**src/rtl/router_pkg.sv**
```systemverilog
// Shared definitions for the deflection router: flit width, lane indices and
// the injection starvation state encoding.
package router_pkg;

  localparam int FLIT_W    = 11;
  localparam int NUM_LANES = 4;

  localparam int LANE_N = 0;
  localparam int LANE_E = 1;
  localparam int LANE_S = 2;
  localparam int LANE_W = 3;

  typedef enum logic [1:0] {
    ST_IDLE   = 2'd0,
    ST_WAIT   = 2'd1,
    ST_STARVE = 2'd2
  } starve_state_t;

endpackage

```
**src/rtl/inj_fifo.sv**
```systemverilog
// Injection queue: power-of-two ring buffer with occupancy count and no
// push-to-pop bypass, so a pushed flit becomes the head on the following cycle.
module inj_fifo
  import router_pkg::*;
#(
  parameter int W     = FLIT_W,
  parameter int DEPTH = 4,
  localparam int AW   = $clog2(DEPTH)
) (
  input  logic          clk,
  input  logic          rst_n,
  input  logic          push,
  input  logic [W-1:0]  wr_data,
  input  logic          pop,
  output logic [W-1:0]  rd_data,
  output logic [AW:0]   cnt,
  output logic          full,
  output logic          empty
);

  logic [W-1:0]  mem [DEPTH];
  logic [AW-1:0] wr_ptr;
  logic [AW-1:0] rd_ptr;
  logic          do_push;
  logic          do_pop;

  // Full blocks pushes even when a pop frees a slot in the same cycle.
  assign full    = (cnt == (AW+1)'(DEPTH));
  assign empty   = (cnt == '0);
  assign do_push = push & ~full;
  assign do_pop  = pop & ~empty;
  assign rd_data = mem[rd_ptr];

  always_ff @(posedge clk) begin
    if (do_push) mem[wr_ptr] <= wr_data;
  end

  always_ff @(posedge clk or negedge rst_n) begin
    if (!rst_n) begin
      wr_ptr <= '0;
      rd_ptr <= '0;
      cnt    <= '0;
    end else begin
      if (do_push) wr_ptr <= wr_ptr + 1'b1;
      if (do_pop)  rd_ptr <= rd_ptr + 1'b1;
      case ({do_push, do_pop})
        2'b10:   cnt <= cnt + 1'b1;
        2'b01:   cnt <= cnt - 1'b1;
        default: cnt <= cnt;
      endcase
    end
  end

endmodule

```
**src/rtl/flit_injector.sv**
```systemverilog
// Injection stage: queues local flits and drops the queue head into the first
// empty lane (N>E>S>W), flagging starvation when the head stays blocked.
module flit_injector
  import router_pkg::*;
#(
  parameter int DEPTH        = 4,
  parameter int STARVE_LIMIT = 8,
  localparam int CW          = $clog2(DEPTH) + 1
) (
  input  logic              clk,
  input  logic              rst_n,
  input  logic [FLIT_W-1:0] nad_i,
  input  logic [FLIT_W-1:0] ead_i,
  input  logic [FLIT_W-1:0] sad_i,
  input  logic [FLIT_W-1:0] wad_i,
  input  logic              nvld_i,
  input  logic              evld_i,
  input  logic              svld_i,
  input  logic              wvld_i,
  output logic [FLIT_W-1:0] nad_o,
  output logic [FLIT_W-1:0] ead_o,
  output logic [FLIT_W-1:0] sad_o,
  output logic [FLIT_W-1:0] wad_o,
  output logic              nvld_o,
  output logic              evld_o,
  output logic              svld_o,
  output logic              wvld_o,
  input  logic [FLIT_W-1:0] inj_flit,
  input  logic              inj_valid,
  output logic              inj_ready,
  output logic              starve_o,
  output logic [CW-1:0]     fifo_cnt,
  output starve_state_t     starve_state
);

  // Handshake: a flit transfers on a rising edge where inj_valid && inj_ready;
  // inj_ready depends only on the registered count, never on inj_valid.

  logic [NUM_LANES-1:0] lane_vld_in;
  logic [FLIT_W-1:0]    lane_ad_in [NUM_LANES];
  logic [NUM_LANES-1:0] lane_vld_q;
  logic [FLIT_W-1:0]    lane_ad_q  [NUM_LANES];
  logic [NUM_LANES-1:0] sel;
  logic [FLIT_W-1:0]    head;
  logic                 full;
  logic                 empty;
  logic                 pop;
  logic                 push_acc;
  logic                 blocked;
  starve_state_t        st_q, st_d;
  logic [7:0]           ctr_q, ctr_d;

  assign lane_vld_in[LANE_N] = nvld_i;
  assign lane_vld_in[LANE_E] = evld_i;
  assign lane_vld_in[LANE_S] = svld_i;
  assign lane_vld_in[LANE_W] = wvld_i;
  assign lane_ad_in[LANE_N]  = nad_i;
  assign lane_ad_in[LANE_E]  = ead_i;
  assign lane_ad_in[LANE_S]  = sad_i;
  assign lane_ad_in[LANE_W]  = wad_i;

  assign inj_ready = ~full;
  assign push_acc  = inj_valid & inj_ready;
  assign pop       = ~empty & ~(&lane_vld_in);
  assign blocked   = ~empty & (&lane_vld_in);

  inj_fifo #(.W(FLIT_W), .DEPTH(DEPTH)) u_fifo (
    .clk     (clk),
    .rst_n   (rst_n),
    .push    (inj_valid),
    .wr_data (inj_flit),
    .pop     (pop),
    .rd_data (head),
    .cnt     (fifo_cnt),
    .full    (full),
    .empty   (empty)
  );

  // One-hot pick of the lowest-index free lane, only when a pop happens.
  always_comb begin
    sel = '0;
    if (pop) begin
      for (int i = 0; i < NUM_LANES; i++) begin
        if (!lane_vld_in[i] && sel == '0) sel[i] = 1'b1;
      end
    end
  end

  always_ff @(posedge clk or negedge rst_n) begin
    if (!rst_n) begin
      lane_vld_q <= '0;
      for (int i = 0; i < NUM_LANES; i++) lane_ad_q[i] <= '0;
    end else begin
      for (int i = 0; i < NUM_LANES; i++) begin
        lane_vld_q[i] <= lane_vld_in[i] | sel[i];
        if (lane_vld_in[i])  lane_ad_q[i] <= lane_ad_in[i];
        else if (sel[i])     lane_ad_q[i] <= head;
      end
    end
  end

  assign nvld_o = lane_vld_q[LANE_N];
  assign evld_o = lane_vld_q[LANE_E];
  assign svld_o = lane_vld_q[LANE_S];
  assign wvld_o = lane_vld_q[LANE_W];
  assign nad_o  = lane_ad_q[LANE_N];
  assign ead_o  = lane_ad_q[LANE_E];
  assign sad_o  = lane_ad_q[LANE_S];
  assign wad_o  = lane_ad_q[LANE_W];

  // Once the counter reaches the limit it stays there, so STARVE holds until a pop.
  always_comb begin
    st_d  = st_q;
    ctr_d = ctr_q;
    if (pop) begin
      ctr_d = '0;
      st_d  = (fifo_cnt == CW'(1) && !push_acc) ? ST_IDLE : ST_WAIT;
    end else if (blocked) begin
      if (ctr_q != 8'hFF) ctr_d = ctr_q + 8'd1;
      st_d = (ctr_d >= 8'(STARVE_LIMIT)) ? ST_STARVE : ST_WAIT;
    end else begin
      ctr_d = '0;
      st_d  = push_acc ? ST_WAIT : ST_IDLE;
    end
  end

  always_ff @(posedge clk or negedge rst_n) begin
    if (!rst_n) begin
      st_q  <= ST_IDLE;
      ctr_q <= '0;
    end else begin
      st_q  <= st_d;
      ctr_q <= ctr_d;
    end
  end

  assign starve_o     = (st_q == ST_STARVE);
  assign starve_state = st_q;

endmodule

```
**config.mk**
```make
export PLATFORM = sky130hd
export DESIGN_NAME = flit_injector
export DESIGN_NICKNAME = d
export VERILOG_FILES = /design/src/rtl/router_pkg.sv /design/src/rtl/inj_fifo.sv /design/src/rtl/flit_injector.sv
export SDC_FILE = /design/constraint.sdc
export NUM_CORES = 1
export LEC_CHECK = 0
export ABC_CLOCK_PERIOD_IN_PS = 4300
export CAP_MARGIN = 20
export CORE_MARGIN = 2
export CORE_UTILIZATION = 24
export CTS_CLUSTER_SIZE = 14
export DETAILED_ROUTE_END_ITERATION = 16
export PLACE_DENSITY = 0.55
export REMOVE_ABC_BUFFERS = 1
export SLEW_MARGIN = 10
export SYNTH_ARGS = -nofsm -noshare
export SYNTH_HDL_FRONTEND = slang
export SYNTH_HIERARCHICAL = 1
export SYNTH_SLANG_ARGS = --single-unit
```
**constraint.sdc**
```tcl
create_clock -name clk -period 4.3 [get_ports clk]
set_input_delay 0.645 -clock clk [delete_from_list [all_inputs] [get_ports clk]]
set_output_delay 0.645 -clock clk [all_outputs]
set_load 0.01 [all_outputs]
```
==> metrics.md <==
| Metric | Value |
|---|---|
| Outcome | finished clean |
| Worst hold slack | 0.436 ns |
| Worst setup SP type | primary input |
| Setup TNS | 0 ns |
| Worst Path Max Fanout | 12 |
| Initial drt markers | 200 |
| Fmax achieved | 361 MHz |
| Diodes inserted | 0 |
| Critical path class | primary input to flop |
| Initial antenna violation count | 0 |
| Syn Inst Count | around 360 |
| Routed Antenna Nets | 0 |
| P_leak | 2.61 nW |
| Vias | ~3,200 |
| First-pass GRT wire length | 19.1 mm |
| Register area share after synthesis | 61.9% |
| Number of synthesized flops with an enable pin | 44 |
| Synth cell types | 42 |
| Congestion Overflow GR | 0 |
| CTS tree | built |
| Final Hold Vio Count | 0 |
| Half-perimeter wire length after placement | between 9 and 10 mm |
| DR DRC count | 0 |
| Worst-Margin Slew | 0.956 ns |
| DIE AREA | 21,000 um^2 |
| Hold_buf cts | 0 |
| Crit path DAT | between 3 and 4 ns |
| Deepest clock path buffer count | 2 |
| Slew Limit Fails | 0 |
| CTS buffer count | 9 |
| Layout overhead on the synthesized area | 35.7% |
| Core area | 19,500 um^2 |
| Post-DR wirelength/cell | 16.9 um |
| Max H-tree Level | 3 |
| Placed instance area | 6180 um^2 |
| Hold Path Class | primary input to asynchronous set/reset pin |
| R2R Setup Slk | about 1.6 ns |
| Nets@finish | between 500 and 600 |
| Root Buffer | clkbuf_16 |
| Routed vias/inst | 4.29 |
| YS warnings | 6 |
| Vias in the first global route | 3,214 |
| Yosys reg bits | 109 |
| Clk sink count | about 110 |
| DRT Wirelength | 12.5 mm |
| # resized after CTS | 0 |
| Min Clock Period, post-route | 2.77 ns |
| Die Ht | 145 um |
| RSZ-0062 raised after global routing | false |
| Filler cells | around 1,900 |
| Maxcap violations | 0 |
| CTS clock-pin slew for the worst setup and hold paths | 0.08 ns |
| Share of cells above drive strength 1 | under 10% |
| GR Util All Layers | 12.0% |
| Initial Util | 24.5% |
| Worst clock skew | 0.0129 ns |
| Final Cycle Share | ~64% |
| Largest net degree at the start of global routing | ~40 |
| Die Wd | 145 um |
| Pwr/cell area | between 500 and 600 nW/um^2 |
| # rows | 51 |
| Final setup viols | 0 |
| Slew margin rel. | roughly 36% |
| Asr flop ratio synth | between 50% and 60% |
| Syn_area_per_cell | 13.4 um^2 |
| Io pins | 117 |
| GPL Wtd Cong | about 0.74 |
| Required @ worst endpoint | 4.58 ns |
| Mapped Area | 4770 um^2 |
| Total iterations of the first detailed-routing run | 4 |
| IO buf count | 116 |
| Postcts setup bufs | 0 |
| VDD IR max | between 0.2 and 0.25 mV |
| Cell area after layout | ~6500 um^2 |
| Worst setup EP type | flop |
| Worst-Skew Late Latency | around 0.36 ns |
| Ys flop type | dfrtp_1 |
-- worst paths after layout --
check                           cells after the start             to          start
worst max register to register                     10  u_fifo/cnt[2]  u_fifo/cnt[0]
min in group clk                                    2      wad_o[10]      wad_o[10]
worst max-delay path                                9  u_fifo/cnt[2]         svld_i
worst min register to register                      2      wad_o[10]      wad_o[10]
worst min-delay path                                1  lane_vld_q[0]          rst_n
max in group asynchronous                           2       wad_o[4]          rst_n
-- per-stage QoR --
| step | instances | power, mW | util (%) | setup slack, ns |
|---|---|---|---|---|
| after floorplan | 337 | 2.14 | - | 1.85 |
| after global placement | 724 | 2.75 | 31.8 | 1.22 |
| after detailed placement | 724 | 2.78 | 31.8 | 1.16 |
| after CTS | 740 | 3.58 | 33.2 | 1.55 |
| after global routing | 740 | 3.73 | 33.2 | 1.40 |
| final | 740 | 3.53 | 33.2 | 1.53 |
-- state kept, by name (all words and copies together), names as in the netlist --
name,count
ctr_q,8
ead_o,11
lane_vld_q,4
nad_o,11
sad_o,11
starve_state,2
u_fifo/cnt,3
u_fifo/mem,44
u_fifo/rd_ptr,2
u_fifo/wr_ptr,2
wad_o,11
-- final cells by class --
type	count	area (um^2)	share of cell area [%]
Clock buffer	9	225	3.48
Timing Repair Buffer	122	1200	18.6
Tap cell	265	332	5.13
Sequential cell	109	2950	45.6
Inverter	7	26.3	0.406
Clock inverter	7	56.3	0.871
Multi-Input combinational cell	221	1680	25.9
-- synth_stat cells, types with 4 or more instances --
library cell	n	share of area (%)
nor3_1	6	0.63
inv_1	7	0.55
ha_1	6	1.6
and2_2	4	0.63
mux4_2	10	4.7
buf_4	4	0.63
xnor2_1	5	0.92
clkbuf_1	8	0.63
xor2_1	4	0.74
mux2i_1	43	9.0
nor2_1	8	0.63
o21ai_0	38	4.0
a22oi_1	4	0.63
edfxtp_1	44	28
dfrtp_1	65	34
o21ai_1	9	0.95
nand2b_1	5	0.66
nand2_1	50	3.9
-- cell usage in the layout, fill, tap and decap left out, types with 2 or more instances in the layout --
cell type,n
clkdlybuf4s50_1,115
xor2_1,4
o21ai_1,9
o21ai_0,38
a31oi_1,3
mux4_2,10
a22oi_1,4
nor2_1,8
clkbuf_16,9
dfrtp_1,65
inv_6,2
nor2b_1,2
ha_1,6
mux2i_1,43
nand3_1,3
and2_2,4
buf_4,6
xnor2_1,5
edfxtp_1,44
nor3_1,6
and3_1,2
nand4_1,2
clkinvlp_4,3
a21oi_1,2
nand2_1,50
nand2b_1,5
inv_1,7
-- worst max-delay path: stages --
cell and delay [ns]:
clkdlybuf4s50_1 0.52, a41oi_4 0.54, o31a_2 0.28, ha_1 0.19
inv_1 0.06, fa_1 0.38, xor2_1 0.15, nor2_1 0.11
xor2_1 0.15
-- layer usage --
metal,GRT usage [%],share of wire (%),vias up
met4,3.27,1.6,0
met5,0,0,-
met3,3.99,5.5,11
met1,15.0,44,1573
met2,19.9,49,87
li1,-,-,1503
-- cells by family (layout without fill, tap and decap cells) --
family                     after synthesis  count (layout)  synth area share [%]
DFF                                    109             109                  61.9
and+or+nand+nor                         90              90                  9.64
AOI/OAI and AO/OA                       60              60                  7.30
muxes                                   55              55                  14.6
buffers and inverters                   26             145                  2.94
xor gates and xnor gates                 9               9                  1.65
adders and majority gates                7               7                  2.00
-- power breakdown --
group          switching, mW  internal, mW  total (mW)
clock                  0.387         0.400       0.787
combinational          0.590         0.633        1.22
sequential             0.195          1.32        1.52
total                   1.17          2.35        3.53
No activity file was read; power rests on OpenSTA's default activity.
==> patch: new RTL, same flow settings <==
`FLIT_W`: 11 -> 12.
--- a/src/rtl/router_pkg.sv
+++ b/src/rtl/router_pkg.sv
@@ -2,7 +2,7 @@
 // the injection starvation state encoding.
 package router_pkg;
 
-  localparam int FLIT_W    = 11;
+  localparam int FLIT_W    = 12;
   localparam int NUM_LANES = 4;
 
   localparam int LANE_N = 0;
Ports: changed (9 resized); port bits go from 117 to 126. The function was not compared with the original's and may differ.
==> patch against the unedited design <==
  * Non-clock buffer count up 8
  * Design area up 12%
  * Core utilization up 1.4 points
  * Worst setup slack worse by 0.046 ns
  * Sequential cell count up 8
  * Wire length up 9.2%
  * Clock skew down 0.0074 ns
  * Hold slack worse by 0.076 ns
  * Total power up 29%
  * First-iteration DRC count down 41%
  * Synthesized area up 7.1%
  * Critical path type unchanged
==> patch: results (changes against the unedited design) <==
* Status: completed
* Synth top cells by count: dfrtp_1, nand2_1, mux2i_1
* Nets at 584 (+8.3%)
* Grt ovf at 0 (unchanged)
* Ys async rst share at 59.0% (-0.66 points)
* Vias/cell at 4.38 (+2.1%)
* Top cells by area, synth: dfrtp_1, edfxtp_1, mux2i_1, o21ai_0, nand2_1
* Pre-antenna DRT Iters at 4 (unchanged)
* First-pass GRT wire length at 21.2 mm (+11%)
* DR iter-0 viols at 118 (-41%)
* GRT Total Usage at 12.8% (+0.83 points)
* Yosys cell types at 45 (+7.1%)
* Antenna violations before repair at 0 (unchanged)
* Rel. slew slack at 36.3% (about the same)
* Worst Path Arrival at 3.15 ns (+0.10 ns)
* Fraction of the yosys area taken by sequential cells at 62.0% (+0.19 points)
* Clock transition at path regs at 0.06 ns (-0.02 ns)
* HP Class: in -> async
* EDFF count, synth at 48 (+9.1%)
* Hpwl dp at 9.87 mm (+6.0%)
* Worst vdd ir at 0.321 mV (+56%)
* PortBufs at 125 (+7.8%)
* Largest Register: u_fifo/mem
* # diodes at 0 (unchanged)
* Clk_skew at 0.00554 ns (-0.00735 ns)
* Clock tree buffer depth at 2 (unchanged)
* Drt wl/cell at 17.1 um (+1.3%)
* Post-CTS Resized at 0 (unchanged)
* Main synth FF type: dfrtp_1
* Leak at 2.94 nW (+13%)
* H-tree Lvls at 4 (+1)
* CP Max Fanout at 11 (-1)
* Final GP Congestion at 0.823 (+11%)
* Latest clock arrival within the worst-skew pair at 0.41 ns (+0.05 ns)
* Layout cells sized above 1 at 10.5% (+0.62 points)
* Max reg flops at 48 (+9.1%)
* Largest net degree at the start of global routing at 70 (+71%)
* Setup bufs post-CTS at 0 (unchanged)
* CTS buffer count at 17 (+8)
* Synthesis Warnings at 6 (unchanged)
* Number of global-route vias before repair at 3,741 (+16%)
* Switching pwr at 1.39 mW (+18%)
* Root Driver: clkbuf_16
[patch: cell types whose count changed after synthesis, sizes merged, moves of 4 or more]
cell    change
dfrtp       +4
mux2i       +8
buf         +5
edfxtp      +4
a22oi       -4
nor2        +5
[patch: metal layers]
| metal | GRT usage, % | vias up | part of all wire [%] |
|---|---|---|---|
| met1 | 15.6 | 1722 | 41 |
| met4 | 6.84 | 0 | 3.1 |
| met3 | 3.23 | 25 | 6.1 |
| li1 | - | 1633 | - |
| met2 | 20.9 | 113 | 49 |
| met5 | 0 | - | 0 |
[patch: final cells by class]
cell class              count  area, um^2
flip-flops and latches    117        3170
repair buffers            130        1290
inverters                   9        33.8
clock inverters            15         228
well taps                 275         344
clock buffers              17         425
fillers                  2074       13700
multi-input cells         235        1770
[patch: per-stage QoR]
stage / instances / worst slack, ns / power (mW) / cell area (um^2) / hold WS [ns]
after floorplan: 361 / 1.78 / 2.33 / 4970 / 0.349
after global placement: 766 / 1.07 / 3.03 / 6610 / 0.465
after detailed placement: 766 / 1.02 / 3.07 / 6610 / 0.470
after CTS: 798 / 1.46 / 4.65 / 7260 / 0.388
after global routing: 798 / 1.30 / 4.82 / 7260 / 0.423
final: 798 / 1.49 / 4.57 / 7260 / 0.360
[patch: cells by family after synthesis]
family                   Yosys count  synth area share, %
buffers and inverters             30                 3.23
multiplexers                      64                 15.9
XOR/XNOR                           7                 1.20
flip-flops                       117                 62.0
AO/OA/AOI/OAI                     59                 6.44
adder cells (fa/ha/maj)            7                 1.86
AND/OR/NAND/NOR                   98                 9.34
[patch: worst max-delay path, cell delays in order]
cell             delay, ns
clkdlybuf4s50_1       0.47
nand4_1               0.18
and2b_1               0.51
o31a_1                0.29
ha_1                  0.20
inv_1                 0.06
fa_1                  0.37
xor2_1                0.15
nor2_1                0.11
xor2_1                0.17
[patch: path summary, 6_finish.rpt]
check,start,to,slack (ns),depth (start not counted)
min in group clk,wad_o[5],wad_o[5],0.48,2
setup / recovery,svld_i,u_fifo/cnt[2],1.49,10
hold / removal,rst_n,wad_o[7],0.36,1
setup reg to reg,u_fifo/cnt[0],u_fifo/cnt[2],1.56,10
max in group asynchronous,rst_n,u_fifo/wr_ptr[1],3.36,1
hold reg to reg,wad_o[5],wad_o[5],0.48,2
[patch: power by group through the flow]
stage / sequential [mW] / combinational, mW / clock (mW)
after detailed placement: 1.68 / 1.39 / 0
after floorplan: 1.69 / 0.641 / 0
after CTS: 1.67 / 1.39 / 1.59
after global routing: 1.69 / 1.49 / 1.64
after global placement: 1.66 / 1.36 / 0
final: 1.66 / 1.36 / 1.55
